## src/rtl/fridge_status_tx.sv

```systemverilog
`default_nettype none
// ============================================================================
// Module   : fridge_status_tx
// Purpose  : Snapshots fridge settings and sends them as one UART-style frame.
//            Optional macro FRIDGE_TX_PARITY_EN adds an even-parity bit.
// Revision : 1.0 - initial release
// ============================================================================
module fridge_status_tx #(
    parameter int CLKS_PER_BIT = 4
) (
    input  logic       clk,
    input  logic       rst_n,
    input  logic       i,
    input  logic       req,
    input  logic [4:0] fgt,
    input  logic [4:0] frt,
    input  logic [4:0] fgc,
    input  logic [4:0] frc,
    input  logic       ice,
    output logic       tx,
    output logic       busy,
    output logic       done
);

    typedef enum logic [2:0] {
        S_IDLE   = 3'd0,
        S_START  = 3'd1,
        S_DATA   = 3'd2,
`ifdef FRIDGE_TX_PARITY_EN
        S_PARITY = 3'd3,
`endif
        S_STOP   = 3'd4
    } state_t;

    localparam logic [7:0] c_baud_last = 8'(CLKS_PER_BIT - 1);
    localparam logic [4:0] c_bit_last  = 5'd20;

    state_t      r_state, w_state;
    logic [7:0]  r_baud,  w_baud;
    logic [4:0]  r_bit,   w_bit;
    logic [20:0] r_shift, w_shift;
    logic        r_tx,    w_tx;
    logic        r_busy,  w_busy;
    logic        r_done,  w_done;
    logic        w_baud_end;
`ifdef FRIDGE_TX_PARITY_EN
    logic        r_par,   w_par;
`endif

    assign w_baud_end = (r_baud == c_baud_last);

    // tx/busy/done are computed one step ahead so the outputs come straight from flops
    always_comb begin
        w_state = r_state;
        w_baud  = r_baud;
        w_bit   = r_bit;
        w_shift = r_shift;
        w_tx    = r_tx;
        w_busy  = r_busy;
        w_done  = 1'b0;
`ifdef FRIDGE_TX_PARITY_EN
        w_par   = r_par;
`endif
        if (!i) begin
            w_state = S_IDLE;
            w_baud  = 8'd0;
            w_bit   = 5'd0;
            w_tx    = 1'b1;
            w_busy  = 1'b0;
        end else begin
            unique case (r_state)
                S_IDLE: begin
                    w_tx   = 1'b1;
                    w_busy = 1'b0;
                    if (req) begin
                        w_state = S_START;
                        w_shift = {ice, frc, fgc, frt, fgt};
`ifdef FRIDGE_TX_PARITY_EN
                        w_par   = ^{ice, frc, fgc, frt, fgt};
`endif
                        w_baud  = 8'd0;
                        w_bit   = 5'd0;
                        w_tx    = 1'b0;
                        w_busy  = 1'b1;
                    end
                end
                S_START: begin
                    if (w_baud_end) begin
                        w_baud  = 8'd0;
                        w_state = S_DATA;
                        w_tx    = r_shift[0];
                    end else begin
                        w_baud = r_baud + 8'd1;
                    end
                end
                S_DATA: begin
                    if (w_baud_end) begin
                        w_baud = 8'd0;
                        if (r_bit == c_bit_last) begin
                            w_bit = 5'd0;
`ifdef FRIDGE_TX_PARITY_EN
                            w_state = S_PARITY;
                            w_tx    = r_par;
`else
                            w_state = S_STOP;
                            w_tx    = 1'b1;
`endif
                        end else begin
                            // snapshot shifts out LSB first; next bit sits at [1]
                            w_bit   = r_bit + 5'd1;
                            w_shift = {1'b0, r_shift[20:1]};
                            w_tx    = r_shift[1];
                        end
                    end else begin
                        w_baud = r_baud + 8'd1;
                    end
                end
`ifdef FRIDGE_TX_PARITY_EN
                S_PARITY: begin
                    if (w_baud_end) begin
                        w_baud  = 8'd0;
                        w_state = S_STOP;
                        w_tx    = 1'b1;
                    end else begin
                        w_baud = r_baud + 8'd1;
                    end
                end
`endif
                S_STOP: begin
                    if (w_baud_end) begin
                        w_baud  = 8'd0;
                        w_state = S_IDLE;
                        w_tx    = 1'b1;
                        w_busy  = 1'b0;
                        w_done  = 1'b1;
                    end else begin
                        w_baud = r_baud + 8'd1;
                    end
                end
                default: begin
                    w_state = S_IDLE;
                    w_baud  = 8'd0;
                    w_bit   = 5'd0;
                    w_tx    = 1'b1;
                    w_busy  = 1'b0;
                end
            endcase
        end
    end

    always_ff @(posedge clk) begin
        if (!rst_n) begin
            r_state <= S_IDLE;
            r_baud  <= 8'd0;
            r_bit   <= 5'd0;
            r_shift <= 21'd0;
            r_tx    <= 1'b1;
            r_busy  <= 1'b0;
            r_done  <= 1'b0;
`ifdef FRIDGE_TX_PARITY_EN
            r_par   <= 1'b0;
`endif
        end else begin
            r_state <= w_state;
            r_baud  <= w_baud;
            r_bit   <= w_bit;
            r_shift <= w_shift;
            r_tx    <= w_tx;
            r_busy  <= w_busy;
            r_done  <= w_done;
`ifdef FRIDGE_TX_PARITY_EN
            r_par   <= w_par;
`endif
        end
    end

    assign tx   = r_tx;
    assign busy = r_busy;
    assign done = r_done;

endmodule
`default_nettype wire

```

## config.mk

```make
export PLATFORM = sky130hd
export DESIGN_NAME = fridge_status_tx
export DESIGN_NICKNAME = d
export VERILOG_FILES = /design/src/rtl/fridge_status_tx.sv
export SDC_FILE = /design/constraint.sdc
export NUM_CORES = 1
export LEC_CHECK = 0
export BUFFER_PORTS_ARGS = -buffer_cell sky130_fd_sc_hd__buf_2
export CORE_MARGIN = 8
export CORE_UTILIZATION = 60
export CTS_CLUSTER_DIAMETER = 200
export CTS_CLUSTER_SIZE = 30
export DETAILED_ROUTE_END_ITERATION = 8
export PLACE_DENSITY = 0.86
export SYNTH_ARGS = -nofsm -noshare
export SYNTH_HDL_FRONTEND = slang
export SYNTH_SLANG_ARGS = --single-unit
```

## constraint.sdc

```tcl
create_clock -name clk -period 2.7 [get_ports clk]
set_input_delay 0 -clock clk [delete_from_list [all_inputs] [get_ports clk]]
set_output_delay 0 -clock clk [all_outputs]
set_load 0.01 [all_outputs]
```

==> results.yml <==
outcome:
  outcome: "complete, but fails checks"
  violations: "negative hold slack"
yosys:
  ys_types: 49
  synthArstFlopShare: 0
  ys_warn_count: 0
  synth.top_cell.area_share: 0.382
  syn_nets: 274
  synth_area_sq_um: 2100
  synth_edf_count: 0
  yosysTopAreaCell: "dfxtp_1"
  syn_avg_cell_area_sq_um: 8.52
  synthCells: 246
  synth_top_cells_by_area: "dfxtp_1, o211a_1, nand2_1"
  ys_seq_area_frac: 0.382
  synth_seq_cells: 40
  yosys_most_used_dff: "dfxtp_1"
final_layout:
  syn2layout_area_growth_pct: 14.1
  finalNetCount: 299
  antenna_cells: 0
  post-route-util: 0.717
  drive_gt1_frac: 0.173
  fin_cells: 318
timing:
  setup_viol: 0
  whs_ns: -0.00419
  period_minus_slack_ns: 2.01
  drv_slew: 0
  period_share: 0.743
  tns_ns: 0
  fin_worst_skew_ns: 0.0110
  layout_setup_ws_ns: 0.694
  hold_viol: 3
  worst_pin_slew_ns: 0.743
  grt_setup_unrepaired: "false"
  max_freq_ghz: 0.499
  maxSlewHeadroom: 0.505
setup_path:
  path_common_cell: "and2_1"
  critPathLaunchType: "flop"
  cp-end-kind: "flop"
  reg2reg_from: "r_state[0]"
  path_max_fanout: 21
  crit_path_max_incr_delay_ns: 0.67
  worstPathCellList: "nor2_1 > and2_1 > and2_1 > buf_4 > o211a_1"
  crit_path_start: "r_state[0]"
  worstPathRequired_ns: 2.95
  r2r_end: "r_shift[3]"
  slowest_stage: "dfxtp_1"
  cp_num_buf_inv: 1
  ff2ff_setup_slack_ns: 0.69
  crit_family: "simple AND/OR/NAND/NOR gates"
  worstPathArrival_ns: 2.26
  r2r_cells: 5
  critPathKind: "reg -> reg"
clocking:
  clockBufferDepth: 2
  clock_latency_ns: 0.35
  cts_tree: "done"
  cts_setup_buffers: 0
  clockRootBuffer: "clkbuf_4"
  cts_inserted_buffers: 5
  cts.sinks: 40
  cts_max_level: 2
  cts.clk_slew.worst_paths_ns: 0.12
placed_design:
  pre_cts_ws_ns: 0.745
  hpwlAfterDp_mm: 3.20
  dp.cells: 304
  port-buffer-count: 27
  routabilityCongestion: 0.858
global_routing:
  busiest_layer: "met2"
  grt_pass1_wl_mm: 8.05
  grt_pass1_vias: 1800
  use_met3: 0.0453
  antenna_found_initial: 0
  grt_overflow: 0
  gr-usage-all-layers: 0.183
  grt_max_degree: 25
  grt_use_met2: 0.300
  use_met1: 0.217
power:
  power.internal_mw: 0.936
  p_per_area_nw_per_um2: 519
  leakage_nw: 1.11
  power_switching_mw: 0.307
  p_sw_frac: 0.247
  pwr-share-comb: 0.127
  p_clk_frac: 0.357
  seq_power_share: 0.516
  irDropWorstVdd_mv: 0.387
detailed_routing:
  wirelength_mm: 4.97
  drt-initial-drc-count: 150
  drt-wirelength-per-cell_um: 15.6
  drtAntennaViolNets: 0
  drt-pass1-iter-count: 4
  via_per_inst: 6.08
  vias: 1932
  drt_drc_violations_left: 0
flow_run:
  maxCapViolCount: 0
floorplanning:
  floorplan.die_area_sq_um: 5640
  die_h_um: 75.1
  top_level_ports: 28
  die_w_um: 75.1
  core_area_sq_um: 3340
  num_rows: 21
  start_util: 0.628
hold_path:
  holdPathEnd: "r_shift[13]"
  worstHoldPathCells: 4
  min_from: "fgc[3]"
  min_path_type: "in -> reg"
-- power groups by stage --
stage	sequential [mW]	combinational [mW]	clock, mW
finish	0.641	0.157	0.444
global route	0.645	0.173	0.473
CTS	0.640	0.156	0.442
detailed placement	0.653	0.148	0
global placement	0.652	0.144	0
floorplan	0.645	0.111	0
-- tightest hold or removal path: cells and delay by family --
family,cells,cell delay [ns]
simple gates,2,0.12
compound gates,1,0.14
buf+inv,1,0.07
-- per-layer routing --
layer | vias up | routed length (um)
li1 | 961 | -
met1 | 918 | 2130
met2 | 47 | 2480
met3 | 6 | 293
met4 | 0 | 63
met5 | - | 0
-- how the worst max path moves through the flow --
stage / end / slack [ns] / cells past startpoint
floorplan: r_bit[3] / 1.06 / 5
global placement: r_shift[15] / 0.79 / 5
detailed placement: r_shift[1] / 0.75 / 5
CTS: r_shift[1] / 0.73 / 6
global route: r_shift[14] / 0.56 / 5
finish: r_shift[3] / 0.69 / 5
-- synthesized netlist by cell type, drive strengths merged (3+ instances only) --
| cell | instances |
|---|---|
| nand2 | 50 |
| dfxtp | 40 |
| nand4 | 21 |
| o211a | 20 |
| clkbuf | 13 |
| nor3 | 9 |
| buf | 8 |
| a21oi | 7 |
| o21ai | 6 |
| nand3 | 5 |
| nor2 | 5 |
| inv | 4 |
| nor2b | 4 |
| xor2 | 4 |
| a211oi | 3 |
| a311oi | 3 |
| and2 | 3 |
| ha | 3 |
| or3 | 3 |
| or4 | 3 |
| xnor2 | 3 |
-- kinds of logic after synthesis --
logic type / Yosys count / share of synthesized area
DFF: 40 / 0.382
AOI/OAI and AO/OA: 54 / 0.209
adders and majority gates: 3 / 0.0179
muxes: 2 / 0.00955
xor gates and xnor gates: 7 / 0.0292
and+or+nand+nor: 115 / 0.298
buffers and inverters: 25 / 0.0537
-- through the flow --
stage	cell area [sq um]	power [mW]
after floorplan	2100	0.756
after global placement	2240	0.796
after detailed placement	2240	0.802
after CTS	2390	1.24
after global routing	2390	1.29
final	2390	1.24
-- registers in the layout, indices dropped and copies added (netlist names) --
name,cells
r_shift,21
r_baud,8
r_bit,5
r_state,3
busy,1
done,1
tx,1
-- placed cells by master (no fill, tap or decap), types with 2 or more instances in the layout --
| cell | count |
|---|---|
| a211oi_1 | 3 |
| a21oi_1 | 6 |
| a221oi_1 | 2 |
| a311oi_1 | 3 |
| and2_1 | 2 |
| buf_2 | 27 |
| buf_4 | 6 |
| clkbuf_4 | 5 |
| clkbuf_8 | 2 |
| dfxtp_1 | 40 |
| dlygate4sd3_1 | 6 |
| ha_1 | 3 |
| inv_1 | 4 |
| mux2i_1 | 2 |
| nand2_1 | 50 |
| nand3_1 | 5 |
| nand4_1 | 21 |
| nand4b_1 | 2 |
| nor2_1 | 5 |
| nor2b_1 | 4 |
| nor3_1 | 8 |
| o211a_1 | 20 |
| o21ai_0 | 6 |
| o21bai_1 | 2 |
| o31a_1 | 2 |
| o31ai_1 | 2 |
| or3_1 | 3 |
| or4_1 | 3 |
| xnor2_1 | 3 |
| xor2_1 | 4 |
-- area by class of cell --
cell class	instances	area, sq um
Multi-Input combinational cell	181	1180
Clock buffer	7	65.1
Inverter	4	15.0
Sequential cell	40	801
Clock inverter	1	30.0
Tap cell	46	57.6
Fill cell	261	945
Timing Repair Buffer	39	240
-- what timing repair did --
action / 4_1_cts / 5_1_grt
hold buffers: 6 / 0
setup endpoints to repair: 0 / 0
endpoints found under the hold margin: 6 / 0
gates resized for setup: 0 / 0
(Power assumes the default switching activity.)
